File: config.mk
export PLATFORM = sky130hd
export DESIGN_NAME = data_mem_lsu
export DESIGN_NICKNAME = d
export VERILOG_FILES = /design/src/rtl/core_pkg.sv /design/src/rtl/lsu_load_extend.sv /design/src/rtl/data_mem_lsu.sv
export SDC_FILE = /design/constraint.sdc
export NUM_CORES = 1
export LEC_CHECK = 0
export BUFFER_PORTS_ARGS = -buffer_cell sky130_fd_sc_hd__buf_2
export CAP_MARGIN = 20
export CELL_PAD_IN_SITES_DETAIL_PLACEMENT = 0
export CELL_PAD_IN_SITES_GLOBAL_PLACEMENT = 2
export CORE_MARGIN = 5
export CORE_UTILIZATION = 35
export CTS_CLUSTER_DIAMETER = 200
export DETAILED_ROUTE_END_ITERATION = 10
export PLACE_DENSITY = 0.58
export SYNTH_ARGS = -nofsm -noshare
export SYNTH_HDL_FRONTEND = slang
export SYNTH_SLANG_ARGS = --single-unit
File: constraint.sdc
create_clock -name clk -period 10.9 [get_ports clk]
set_input_delay 0.545 -clock clk [delete_from_list [all_inputs] [get_ports clk]]
set_output_delay 0.545 -clock clk [all_outputs]
set_load 0.05 [all_outputs]
File: src/rtl/core_pkg.sv
// Shared definitions for the MEM-stage load/store unit: size codes, FSM states,
// the latched request payload and the sub-word store merge.
package core_pkg;

    localparam int unsigned XLEN = 32;

    localparam logic [1:0] SZ_B = 2'b00;
    localparam logic [1:0] SZ_H = 2'b01;
    localparam logic [1:0] SZ_W = 2'b10;

    typedef enum logic [1:0] {
        ST_IDLE = 2'd0,
        ST_BUSY = 2'd1,
        ST_DONE = 2'd2
    } state_e;

    typedef struct packed {
        logic            store;
        logic            uns;
        logic [1:0]      size;
        logic [1:0]      offset;
        logic [XLEN-1:0] data;
    } lsu_req_t;

    // Merge store data into the old word; lanes outside the access are kept.
    function automatic logic [XLEN-1:0] store_merge(
        input logic [XLEN-1:0] old_word,
        input logic [XLEN-1:0] wdata,
        input logic [1:0]      offset,
        input logic [1:0]      size
    );
        logic [XLEN-1:0] r;
        r = old_word;
        case (size)
            SZ_B:    r[{offset, 3'b000} +: 8]     = wdata[7:0];
            SZ_H:    r[{offset[1], 4'b0000} +: 16] = wdata[15:0];
            default: r = wdata;
        endcase
        return r;
    endfunction

endpackage

File: src/rtl/lsu_load_extend.sv
// Load lane extraction with sign or zero extension; shared with the cache path.
module lsu_load_extend #(
    parameter int unsigned XLEN = 32
) (
    input  logic [XLEN-1:0] word,
    input  logic [1:0]      offset,
    input  logic [1:0]      size,
    input  logic            uns,
    output logic [XLEN-1:0] result
);
    import core_pkg::*;

    logic [7:0]  byte_v;
    logic [15:0] half_v;

    always_comb begin
        byte_v = word[{offset, 3'b000} +: 8];
        half_v = word[{offset[1], 4'b0000} +: 16];
        case (size)
            SZ_B:    result = {{(XLEN-8){~uns & byte_v[7]}}, byte_v};
            SZ_H:    result = {{(XLEN-16){~uns & half_v[15]}}, half_v};
            default: result = word;
        endcase
    end

endmodule

File: src/rtl/data_mem_lsu.sv
// MEM-stage data memory: byte-addressed sub-word loads/stores, fault detection,
// and a configurable access latency with a pipeline stall handshake.
module data_mem_lsu #(
    parameter int unsigned XLEN       = core_pkg::XLEN,
    parameter int unsigned DEPTH_LOG2 = 5,
    parameter int unsigned MEM_LAT    = 2
) (
    input  logic            clk,
    input  logic            rst,
    input  logic            MEM_ld,
    input  logic            MEM_str,
    input  logic [1:0]      MEM_size,
    input  logic            MEM_unsigned,
    input  logic [XLEN-1:0] MEM_alu_out,
    input  logic [XLEN-1:0] MEM_b2,
    output logic [XLEN-1:0] MEM_data_mem,
    output logic            MEM_stall,
    output logic            MEM_fault
);
    import core_pkg::*;

    localparam int unsigned DEPTH = 2 ** DEPTH_LOG2;
    localparam int unsigned CW    = 4;

    logic [XLEN-1:0]       mem [DEPTH];
    state_e                state, state_n;
    lsu_req_t              req_q, cur_req, acc;
    logic [DEPTH_LOG2-1:0] idx, idx_q, acc_idx;
    logic [CW-1:0]         cnt;
    logic                  req, fault_c, accept, we;
    logic [XLEN-1:0]       acc_word, ld_result;

    assign req     = MEM_ld | MEM_str;
    assign idx     = MEM_alu_out[DEPTH_LOG2+1:2];
    assign fault_c = req & ((MEM_size == 2'b11)
                          | ((MEM_size == SZ_H) & MEM_alu_out[0])
                          | ((MEM_size == SZ_W) & (MEM_alu_out[1:0] != 2'b00))
                          | (MEM_ld & MEM_str));

    assign cur_req = '{store: MEM_str, uns: MEM_unsigned, size: MEM_size,
                       offset: MEM_alu_out[1:0], data: MEM_b2};

    // Zero latency works on live inputs; otherwise the latched copy drives the access.
    always_comb begin
        if (MEM_LAT == 0) begin
            acc     = cur_req;
            acc_idx = idx;
        end else begin
            acc     = req_q;
            acc_idx = idx_q;
        end
    end

    assign acc_word = mem[acc_idx];

    lsu_load_extend #(.XLEN(XLEN)) u_load_extend (
        .word   (acc_word),
        .offset (acc.offset),
        .size   (acc.size),
        .uns    (acc.uns),
        .result (ld_result)
    );

    always_comb begin
        state_n      = state;
        accept       = 1'b0;
        we           = 1'b0;
        MEM_stall    = 1'b0;
        MEM_fault    = 1'b0;
        MEM_data_mem = MEM_alu_out;
        if (MEM_LAT == 0) begin
            if (req && !fault_c) begin
                we           = MEM_str;
                MEM_data_mem = MEM_str ? '0 : ld_result;
            end
        end else begin
            case (state)
                ST_IDLE: begin
                    if (req && !fault_c) begin
                        accept       = 1'b1;
                        MEM_stall    = 1'b1;
                        MEM_data_mem = '0;
                        state_n      = (MEM_LAT == 1) ? ST_DONE : ST_BUSY;
                    end
                end
                ST_BUSY: begin
                    MEM_stall    = 1'b1;
                    MEM_data_mem = '0;
                    if (cnt <= CW'(1)) state_n = ST_DONE;
                end
                ST_DONE: begin
                    we           = req_q.store;
                    MEM_data_mem = req_q.store ? '0 : ld_result;
                    state_n      = ST_IDLE;
                end
                default: state_n = ST_IDLE;
            endcase
        end
        if (fault_c) begin
            MEM_fault    = 1'b1;
            MEM_stall    = 1'b0;
            MEM_data_mem = '0;
        end
        // Reset aborts any pending store, including one sitting in DONE.
        if (rst) begin
            state_n      = ST_IDLE;
            accept       = 1'b0;
            we           = 1'b0;
            MEM_stall    = 1'b0;
            MEM_fault    = 1'b0;
            MEM_data_mem = MEM_alu_out;
        end
    end

    always_ff @(posedge clk) begin
        if (rst) begin
            state <= ST_IDLE;
            req_q <= '0;
            idx_q <= '0;
            cnt   <= '0;
        end else begin
            state <= state_n;
            if (accept) begin
                req_q <= cur_req;
                idx_q <= idx;
                cnt   <= CW'(MEM_LAT - 1);
            end else if (state == ST_BUSY) begin
                cnt <= cnt - CW'(1);
            end
        end
    end

    always_ff @(posedge clk) begin
        if (we) mem[acc_idx] <= store_merge(acc_word, acc.data, acc.offset, acc.size);
    end

endmodule

# [After elaboration in Yosys (flattened, before gate mapping)]
# Memories as Yosys holds them, arrays and structs flattened. A register that Yosys moved wholly into a read port is not among the register bits.
# Cells that the tools add are included.
[word_totals] reg_bits=49 latchBits=0 ram_bits=1024 romBits=0 inputBits=71 out_inout_bits=34 mem_count=1
[memory_table] name="mem" depth=32 width=32 rd=1 rd_clocked_by_memory_dff=1 write_ports=1 line_no="data_mem_lsu.sv:25" source="logic [XLEN-1:0] mem [DEPTH];"
[op_classes] n_addsub=3 multipliers=0 n_div=0 magnitude_cmp=1 eq_ne=8 n_shift=6 mux=29 bitwise=11 reduce_logical=8
[ops] operator="32-bit 2-to-1 mux" n=5
[ops] operator="32-bit case mux with 2 select lines" n=2
[ops] operator="32-bit case mux with 3 select lines" n=1
[ops] operator="32-bit bitwise mux" n=2
[ops] operator="16-bit by 7-bit variable shift with 32-bit output (first input constant)" n=1
[ops] operator="8-bit by 7-bit variable shift with 32-bit output (first input constant)" n=1
[ops] operator="16-bit by 7-bit indexed part select with 32-bit output" n=1
[ops] operator="32-bit by 6-bit indexed part select with 16-bit output" n=1
[ops] operator="32-bit by 6-bit indexed part select with 8-bit output" n=1
[ops] operator="8-bit by 7-bit indexed part select with 32-bit output" n=1
[ops] operator="5-bit negator with 7-bit output" n=2
[ops] operator="1-bit 2-to-1 mux" n=13
[ops] operator="5-bit 2-to-1 mux" n=2
[ops] operator="1-bit bitwise AND" n=6
[ops] operator="2-bit by 1-bit equality test with 1-bit output (second input constant)" n=3
[ops] operator="2-bit equality test (second input constant)" n=3
[ops] operator="4-bit by 1-bit less-or-equal comparator with 1-bit output (second input constant)" n=1
[ops] operator="2-bit zero test" n=2
[ops] operator="2-bit 2-to-1 mux" n=2
[ops] operator="2-bit inequality test (second input constant)" n=2
[ops] operator="1-bit bitwise OR" n=4
[ops] operator="2-bit case mux with 2 select lines" n=1
[ops] operator="2-bit nonzero test" n=2
[ops] operator="4-bit by 1-bit subtractor with 4-bit output (second input constant)" n=1
[ops] operator="other kinds (6)" n=6

# [Depth between registers and ports, before layout]
# Gate-level depths: netlist of run 1.
[depth] word_depth=13 mapped_depth=11

# [Cells and area by module]
# Synthesis of run 1 repeated with hierarchy kept, for this count alone.
[hier_totals] hier_cells=2647 hier_area_um2=43430.4
[by_module_without_submodules] module="data_mem_lsu" instances=1 cells_each=2530 area_per_inst_um2=42716.0 seq_area_each_um2=31830.5
[by_module_without_submodules] module="lsu_load_extend" instances=1 cells_each=117 area_per_inst_um2=714.4 seq_area_each_um2=0.0

# [Worst setup path after synthesis of run 1]
# Ideal clock, no wire load.
[synth_path] kind="register -> register" from="register req_q, in the netlist acc[33]" to="memory mem[0][7] (data pin)" arrival_time_ns=3.560 slack_ns=6.873 path_stages_with_launch=8 period_less_slack_ns=4.027 cell_sequence="dfxtp_1 > clkbuf_1 > clkinv_1 > clkbuf_1 > ha_1 > nor3_1 > a211oi_1 > o31ai_1"
[synth_between] elab_chain_len=5 word_cells_on_any_way=10
[synth_lines] element="start, declared" line_no="data_mem_lsu.sv:27" source="lsu_req_t req_q, cur_req, acc;"
[synth_lines] element="start signal, assigned" line_no="data_mem_lsu.sv:124" source="req_q <= cur_req;"
[synth_lines] element="5-bit negator with 7-bit output, on equally long branches" line_no="core_pkg.sv:36, core_pkg.sv:35"
[synth_lines] element="16-bit by 7-bit indexed part select with 32-bit output, or another cell as far along" line_no="core_pkg.sv:36" source="SZ_H: r[{offset[1], 4'b0000} +: 16] = wdata[15:0];"
[synth_lines] element="32-bit bitwise mux, on equally long branches" line_no="core_pkg.sv:36, core_pkg.sv:35"
[synth_lines] element="32-bit case mux with 2 select lines (*)" line_no="core_pkg.sv:34" source="case (size)"
[synth_lines] element="32-bit 2-to-1 mux (*)" line_no="data_mem_lsu.sv:134" source="if (we) mem[acc_idx] <= store_merge(acc_word, acc.data, acc.offset, acc.size);"
[synth_lines] element="end, declared" line_no="data_mem_lsu.sv:25"
# Every way passes the cells marked *; elsewhere a longest branch is shown, timed or not. The select of a mux whose other input is x is not followed.

==> reports/metrics.yaml, run 1 <==
logic_synthesis:
  syn_area_um2: 42900
  yosysUniqueCellTypes: 48
  synthTopCellsByArea: "edfxtp_1 (72%), mux4_2 (17%), dfxtp_1 (2.5%)"
  synth_cells: 2140
  synth_top_area_share_pct: 71.6
  synth_edf_count: 1024
  ys_ff_latch: 1078
  yosysWarnings: 0
  syn_nets: 2218
  async_reset_ff_share_pct: 0
  ys_seq_area_share_pct: 74.1
  synth_top_area_cell: "edfxtp_1"
  ys.flop_type: "edfxtp_1"
  avgSynthCellArea_um2: 20.1
detailed_routing:
  via_per_inst: 5.55
  ant_nets: 0
  wl_per_cell_um: 32.4
  drt_first_iter_violations: 2049
  drt_pass1_iterations: 5
  vias: 22400
  drt-total-wl_um: 131000
  route.detailed.drc: 0
min_path:
  min_from: "MEM_b2[27]"
  hp-class: "input port to register"
  min_to: "acc[27]"
  whs_path_depth: 3
clocking:
  cts_buffer_depth: 3
  root_buffer: "clkbuf_16"
  htreeDepth: 3
  post_cts_buffers: 0
  clkTransAtPathRegs_ps: 70
  numClockSinks: 1078
  cts_hold_buf: 0
  tritoncts: "built"
  cts_inserted_buffers: 111
  postCtsResizedCells: 0
  insertion_delay_ps: 700
power_and_ir_drop:
  p_int_mw: 7.29
  p_clk_share_pct: 40.2
  power_density_nw_per_um2: 190
  p_sw_mw: 2.22
  seqPwrFrac_pct: 50.4
  p_leak_nw: 15.1
  ir_drop_mv: 0.110
  comb_power_share_pct: 9.5
  p_sw_share_pct: 23.4
timing:
  worst_pin_slew_ps: 1160
  fin_worst_skew_ps: 42.5
  maxSlewViolCount: 0
  slew_headroom_pct: 20.5
  tns_ps: 0
  rsz0062_at_grt: "no"
  setup_viol_count_final: 0
  finalCritPeriodShare_pct: 58.2
  period_minus_slack_ps: 6340
  hold_viol: 0
  clock.fmax_ghz: 0.158
  hold_ws_ps: 102
worst_setup_path:
  reg2reg_depth: 9
  cp.arrival_ps: 5790
  reg2reg_slack_ps: 5500
  cp-start-kind: "register"
  crit_required_ps: 10360
  worstReg2RegEnd: "mem[1][12]"
  crit_type: "register to output port"
  end_kind: "output port"
  crit_fanout: 86
final_layout:
  area_growth_syn_to_layout_pct: 16.4
  layout_common_cells: "edfxtp_1 (1024), mux4_2 (317), nand2_1 (194)"
  layout_commonest_cell: "edfxtp_1"
  final_nets: 2407
  drive_gt1_share_pct: 30.8
  design_area_um2: 50000
  diodes: 0
  fin_util_pct: 41.0
floorplan:
  core_area_um2: 122000
  io_pins: 105
  initial_core_util_pct: 35.2
  dieArea_um2: 130000
  chipHeight_um: 360
  row_count: 128
  die_w_um: 360
placed_design:
  numPortBuffers: 104
  post_dp_cell_area_um2: 46000
  routabilityCongestion: 0.772
  dpl.hpwl_um: 70900
run_status:
  status: "finished, final reports clean"
grt:
  antenna_found_initial: 1
  grt_max_degree: 146
  first_global_vias: 23000
  grt_pass1_wl_um: 184000
  grt_usage_pct: 20.0
  grt_overflow_total: 0
run:
  cap_violations: 0
==> cells in the mapped netlist, types with 6 or more instances <==
cell type / number
edfxtp_1: 1024
nor3_1: 16
buf_1: 13
a32o_1: 8
nor2b_1: 8
a22oi_1: 6
o311ai_1: 9
nand2_1: 194
clkbuf_1: 82
o211ai_1: 8
o311ai_0: 10
mux2i_1: 39
o22ai_1: 15
a22o_1: 21
buf_2: 28
mux4_2: 317
ha_1: 7
o21ai_1: 33
o21ai_0: 30
dfxtp_1: 54
nand3_1: 10
o221ai_1: 8
a21oi_1: 85
nor2_1: 61
==> worst max-delay path by stage <==
stage          depth (start not counted)      from          endpoint
6_report                               9  register   MEM_data_mem[4]
5_1_grt                                9  register   MEM_data_mem[4]
4_1_cts                               10  register  MEM_data_mem[30]
3_5_place_dp                          10  register  MEM_data_mem[30]
3_3_place_gp                          10  register  MEM_data_mem[30]
2_1_floorplan                          7   acc[33]         mem[0][7]
==> metrics by stage <==
step           power, mW  setup slack, ps  instances
3_5_place_dp        5.74             5010       3823
4_1_cts             9.56             4220       4029
6_report            9.51             4560       4047
3_3_place_gp        5.71             5060       3817
2_1_floorplan       5.38             6870       2140
5_1_grt             9.83             4160       4047
==> cell families after synthesis <==
family,synth area share [%]
flip-flops,74.1
multiplexers,17.6
AND/OR/NAND/NOR,3.00
AO/OA/AOI/OAI,3.61
buffers and inverters,1.35
adder cells (fa/ha/maj),0.204
XOR/XNOR,0.0816
==> critical path: stages, from the launching register on <==
cell	delay (ps)
dfxtp_4	760
buf_12	590
buf_4	840
mux4_2	620
mux4_2	460
mux2i_1	870
o22ai_1	210
o21ai_1	200
nand2_1	80
buf_2	220
==> routing by layer <==
metal  routed length (um)  global-route usage (%)  part of all wire [%]  vias up
li1                     -                       -                     -     9291
met1                57600                    28.2                    44    12300
met2                63800                    32.8                    49      705
met3                 6950                    2.82                   5.3      140
met4                 2980                    5.21                   2.3        0
met5                    0                       0                     0        -
==> registers in the layout, summed over array words and instances, names as in the netlist, named ones only <==
signal   cells
mem       1024
state        2
cnt          4
acc         38
acc_idx      5
==> power groups by stage <==
| stage | Sequential, mW | Combinational, mW | Clock [mW] |
|---|---|---|---|
| finish | 4.79 | 0.901 | 3.82 |
| global route | 4.79 | 0.967 | 4.08 |
| CTS | 4.80 | 0.862 | 3.90 |
| detailed placement | 4.88 | 0.860 | 0 |
| global placement | 4.88 | 0.823 | 0 |
| floorplan | 4.85 | 0.528 | 0 |
==> layout make-up <==
| type | count | area [um^2] |
|---|---|---|
| Tap cell | 1625 | 2030 |
| Sequential cell | 1078 | 31900 |
| Multi-Input combinational cell | 926 | 10900 |
| Clock inverter | 60 | 647 |
| Clock buffer | 146 | 3020 |
| Timing Repair Buffer | 205 | 1510 |
| Fill cell | 10800 | 71900 |
| Inverter | 7 | 26.3 |
No activity file was read; power rests on OpenSTA's default activity.
==> run 2: changes to the inputs <==
==> constraint.sdc (replaced) <==
create_clock -name clk -period 6.2 [get_ports clk]
set_input_delay 0.31 -clock clk [delete_from_list [all_inputs] [get_ports clk]]
set_output_delay 0.31 -clock clk [all_outputs]
set_load 0.05 [all_outputs]
==> run 2 against run 1 <==
  * Global-route usage increased by 0.38 points
  * Clock skew decreased by 4.5 ps
  * First-iteration DRC count increased by 41%
  * Sequential cell count unchanged
  * Critical path type unchanged
  * Count of clock-buffer cells in the layout decreased by 9
  * Sequential power increased by 76%
==> reports/metrics.yaml, run 2 (synthesis results as in run 1) <==
detailed_routing:
  vias: 23100  # +2.7%
  drt_first_iter_violations: 2884  # +41%
  route.detailed.drc: 0  # unchanged
  drt-total-wl_um: 135000  # +2.5%
  drt_pass1_iterations: 5  # unchanged
  ant_nets: 0  # unchanged
  via_per_inst: 5.62  # +1.4%
  wl_per_cell_um: 32.8  # +1.1%
clocking:
  tritoncts: "built"
  htreeDepth: 3  # unchanged
  postCtsResizedCells: 0  # unchanged
  cts_inserted_buffers: 113  # +1.8%
  clkTransAtPathRegs_ps: 70  # about the same
  root_buffer: "clkbuf_16"
  post_cts_buffers: 0  # unchanged
  insertion_delay_ps: 720  # +20 ps
  cts_buffer_depth: 3  # unchanged
  numClockSinks: 1078  # unchanged
final_layout:
  fillers: 10800  # +0.019%
  multi_input_area_um2: 10900  # about the same
  diodes: 0  # unchanged
  area_growth_syn_to_layout_pct: 17.9
  layout_commonest_cell: "edfxtp_1"
  regMostFlops: "mem"
  final_nets: 2462  # +2.3%
  drive_gt1_share_pct: 30.6  # -0.26 points
  layout_common_cells: "edfxtp_1 (1024), mux4_2 (317), nand2_1 (194)"
  seq_area_um2: 31900  # unchanged
  design_area_um2: 50600  # +1.3%
  largest_reg_flops: 1024  # unchanged
timing:
  period_minus_slack_ps: 5000
  hold_ws_ps: 115  # +13.3 ps
  slew_headroom_pct: 22.8  # +2.4 points
  rsz0062_at_grt: "no"
  maxSlewViolCount: 0  # unchanged
  hold_viol: 0  # unchanged
  fin_ws_ps: 1200  # -3360 ps
  worst_pin_slew_ps: 1160  # -2.60 ps
  finalCritPeriodShare_pct: 80.6
  tns_ps: 0  # unchanged
  clock.fmax_ghz: 0.200
  setup_viol_count_final: 0  # unchanged
  fin_worst_skew_ps: 38.0  # -4.53 ps
grt:
  grt_max_degree: 80  # -45%
  first_global_vias: 23100  # +0.33%
  grt_overflow_total: 0  # unchanged
  grt_pass1_wl_um: 186000  # +1.5%
  antenna_found_initial: 5  # +4
  grt_usage_pct: 20.4  # +0.38 points
power_and_ir_drop:
  p_sw_share_pct: 23.7  # +0.33 points
  seqPwrFrac_pct: 49.6  # -0.8 points
  p_int_mw: 13.0  # +78%
  p_leak_nw: 15.4  # +2.0%
  p_sw_mw: 4.02  # +81%
  power_density_nw_per_um2: 335  # +76%
  p_clk_share_pct: 40.9  # +0.7 points
  ir_drop_mv: 0.245  # +120%
  comb_power_share_pct: 9.5  # about the same
floorplan:
  initial_core_util_pct: 35.2  # unchanged
  core_area_um2: 122000  # unchanged
  die_w_um: 360  # unchanged
  dieArea_um2: 130000  # unchanged
  chipHeight_um: 360  # unchanged
  io_pins: 105  # unchanged
  row_count: 128  # unchanged
run:
  cap_violations: 0  # unchanged
placed_design:
  numPortBuffers: 104  # unchanged
  pre_cts_ws_ps: 1830  # -3180 ps
  routabilityCongestion: 0.797  # +3.3%
  dpl.hpwl_um: 75600  # +6.7%
  post_dp_cell_area_um2: 46100  # +0.25%
min_path:
  hp-class: "input port to register"
worst_setup_path:
  end_kind: "output port"
  cp.arrival_ps: 4690  # -1100 ps
  cp-start-kind: "register"
  crit_required_ps: 5890  # -4470 ps
  crit_fanout: 32  # -63%
  crit_type: "register to output port"
run_status:
  status: "finished, final reports clean"
## run 2: changes by cell type in the layout (fill, tap and decap cells not counted), sizes merged
cell,before,now
buf,205,213
dlygate4sd3,0,43
clkinv,41,48
inv,8,10
clkbuf,146,139
bufinv,12,16
clkinvlp,6,2
## run 2: what timing repair did
item                                    CTS  global route
hold endpoints to repair                 48             0
hold buffers                             43             0
endpoints found under the setup margin    0             0
## run 2: through the flow
| stage | instances | utilization [%] | power, mW |
|---|---|---|---|
| after floorplan | 2140 | - | 9.46 |
| after global placement | 3832 | 37.8 | 10.0 |
| after detailed placement | 3835 | 37.9 | 10.1 |
| after CTS | 4084 | 41.3 | 17.1 |
| after global routing | 4100 | 41.5 | 17.5 |
| final | 4100 | 41.5 | 17.0 |
## run 2: layout make-up
type / count / share of cell area (%)
repair buffers: 258 / 4.01
multi-input cells: 926 / 21.5
flip-flops and latches: 1078 / 62.9
inverters: 7 / 0.0519
clock buffers: 137 / 5.80
well taps: 1625 / 4.02
clock inverters: 69 / 1.71
## run 2: worst paths after layout
check,startpoint,to,slack [ps],cells past startpoint
max,register,MEM_data_mem[6],1200,9
min,MEM_alu_out[2],acc_idx[0],110,3
max reg2reg,register,mem[4][28],1930,7
min reg2reg,acc[16],acc[16],460,2
## run 2: critical path, cell delays in order (launching register included)
cell and delay, ps:
dfxtp_4 580, buf_12 330, buf_4 330, mux4_2 540, mux4_2 520, mux2i_1 780
o22ai_1 280, a22oi_1 240, nand2_1 90, buf_2 230
## run 2: power groups by stage
stage	sequential, mW	combinational, mW	clock (mW)
4_1_cts	8.43	1.54	7.10
3_5_place_dp	8.59	1.52	0
5_1_grt	8.42	1.72	7.41
6_report	8.42	1.61	6.95
3_3_place_gp	8.59	1.46	0
2_1_floorplan	8.53	0.929	0
## run 2: layer usage
layer | track usage (%) | vias to the layer above | routed length (um) | share of wire [%]
met5 | 0 | - | 13 | 0.0097
met4 | 4.45 | 2 | 2550 | 1.9
met3 | 3.27 | 169 | 8590 | 6.4
met2 | 33.1 | 900 | 64500 | 48
met1 | 29.2 | 12600 | 58900 | 44
li1 | - | 9393 | - | -
==> run 3: changes to the inputs <==
==> constraint.sdc (replaced) <==
create_clock -name clk -period 4.97 [get_ports clk]
set_input_delay 0.2485 -clock clk [delete_from_list [all_inputs] [get_ports clk]]
set_output_delay 0.2485 -clock clk [all_outputs]
set_load 0.05 [all_outputs]
==> run 3 against run 2 <==
  * Final cell count rose by 0.56%
  * Worst hold slack improved by 120 ps
  * Wire length fell by 0.61%
  * Critical path depth fell by 1
  * Die area did not move
  * Sequential share of layout area fell by 0.084 points
  * Non-clock buffer count rose by 23
  * First-iteration DRC count fell by 9.7%
  * Sequential power rose by 25%
  * Count of clock-buffer cells in the layout did not move
  * Utilization rose by 0.055 points
  * Critical endpoint is now MEM_data_mem[9]
  * Largest cell class unchanged
==> reports/metrics.yaml, run 3 (synthesis results as in run 1) <==
run_status:
  status: "finished, final reports clean"
detailed_routing:
  vias: 23100  # +0.074%
  route.detailed.drc: 0  # unchanged
  wl_met2_um: 64700  # +0.30%
  ant_nets: 0  # unchanged
  drt_first_iter_violations: 2603  # -9.7%
  routed.top_layer: "met4"
  dr_wl_met3_um: 9190  # +7.0%
  wl_met1_um: 56800  # -3.6%
  drt-total-wl_um: 134000  # -0.61%
  wl_per_cell_um: 32.4  # -1.2%
  via_per_inst: 5.60  # -0.48%
  drt_pass1_iterations: 5  # unchanged
timing:
  clock.fmax_ghz: 0.217
  maxSlewViolCount: 0  # unchanged
  worst_pin_slew_ps: 1150  # -4.30 ps
  setup_viol_count_final: 0  # unchanged
  hold_viol: 0  # unchanged
  finalCritPeriodShare_pct: 92.6
  tns_ps: 0  # unchanged
  slew_headroom_pct: 23.1  # +0.29 points
  rsz0062_at_grt: "no"
  fin_worst_skew_ps: 35.2  # -2.82 ps
  period_minus_slack_ps: 4600
clocking:
  htreeDepth: 3  # unchanged
  clkTransAtPathRegs_ps: 60  # about the same
  root_buffer: "clkbuf_16"
  tritoncts: "built"
  cts_inserted_buffers: 113  # unchanged
  insertion_delay_ps: 710  # about the same
  post_cts_buffers: 0  # unchanged
  cts_buffer_depth: 3  # unchanged
  numClockSinks: 1078  # unchanged
floorplan:
  die_w_um: 360  # unchanged
  dieArea_um2: 130000  # unchanged
  core_area_um2: 122000  # unchanged
  io_pins: 105  # unchanged
  row_count: 128  # unchanged
  initial_core_util_pct: 35.2  # unchanged
  chipHeight_um: 360  # unchanged
worst_setup_path:
  cp_slowest_cell: "dfxtp_4"
  cpMostUsedCell: "mux4_2"
  slowest_delay_ps: 670  # -110 ps
  crit_type: "register to output port"
  crit_required_ps: 4720  # -1170 ps
  cp_cell_sequence: "buf_12 > mux4_2 > mux4_2 > mux2_2 > mux4_2 > a21oi_2 > o211ai_1 > buf_2"
  crit_fanout: 27  # -16%
  cp-start-kind: "register"
  end_kind: "output port"
  cp.arrival_ps: 4360  # -330 ps
grt:
  grt_pass1_wl_um: 186000  # -0.39%
  grt_max_degree: 80  # unchanged
  grt_overflow_total: 0  # unchanged
  grt_usage_pct: 20.3  # -0.083 points
  first_global_vias: 23300  # +0.79%
  antenna_found_initial: 3  # -2
final_layout:
  layout_common_cells: "edfxtp_1 (1024), mux4_2 (317), nand2_1 (194)"
  multi_input_area_um2: 10900  # unchanged
  fillers: 10700  # -0.48%
  area_growth_syn_to_layout_pct: 18.0
  finalNonFillerCells: 4123  # +0.56%
  seq_area_um2: 31900  # unchanged
  layout_commonest_cell: "edfxtp_1"
  regMostFlops: "mem"
  final_nets: 2485  # +0.93%
  largest_reg_flops: 1024  # unchanged
  drive_gt1_share_pct: 31.4  # +0.77 points
placed_design:
  dp.cells: 3860  # +0.65%
  dpl.hpwl_um: 76000  # +0.49%
  routabilityCongestion: 0.782  # -2.0%
  numPortBuffers: 104  # unchanged
run:
  cap_violations: 0  # unchanged
power_and_ir_drop:
  p_leak_nw: 15.5  # +0.39%
  power_density_nw_per_um2: 408  # +22%
  ir_drop_mv: 0.326  # +33%
min_path:
  hp-class: "input port to register"
[run 3: critical path, delay by kind of cell (launching register included)]
kind,cells,cell delay (ps)
multiplexers,4,1940
flip-flops,1,670
buffers and inverters,2,530
AO/OA/AOI/OAI,2,490
[run 3: per-layer routing]
layer / track usage, % / vias to the layer above
met5: 0 / -
met4: 5.28 / 0
met3: 3.71 / 176
met2: 33.1 / 905
met1: 28.3 / 12500
li1: - / 9451
[run 3: layout make-up]
class / instances / area share (%)
Sequential cell: 1078 / 62.8
Multi-Input combinational cell: 926 / 21.5
Clock buffer: 137 / 5.86
Timing Repair Buffer: 281 / 4.63
Tap cell: 1625 / 4.01
Clock inverter: 68 / 1.15
Inverter: 7 / 0.0518
Antenna cell: 1 / 0.00494
[run 3: power by group]
part	switching, mW	internal (mW)	leakage [nW]
registers	0.0884	10.4	9.70
logic	1.32	0.704	4.00
clock network	3.52	4.65	1.75
total	4.92	15.8	15.5
[run 3: repair_timing]
action,CTS,global route
resized for setup,0,1
hold endpoints to repair,48,0
hold buffers,44,0
setup endpoints to repair,0,1
[run 3: final timing paths]
kind                            slack [ps]      from  depth (start not counted)              end
worst max-delay path                   370  register                          8  MEM_data_mem[9]
worst min-delay path                   240    MEM_ld                          6          acc[37]
worst max register to register         810   acc[33]                          8        mem[6][9]
worst min register to register         460   acc[29]                          2          acc[29]
[run 3: per-stage QoR]
step	total power, mW	setup slack [ps]	hold WS (ps)	utilization, %	instance area (um^2)
2_1_floorplan	11.8	943	384	-	42900
3_3_place_gp	12.6	795	445	38.1	46400
3_5_place_dp	12.6	740	449	38.1	46400
4_1_cts	20.8	139	187	41.4	50400
5_1_grt	21.4	147	280	41.6	50700
6_report	20.7	366	239	41.6	50700
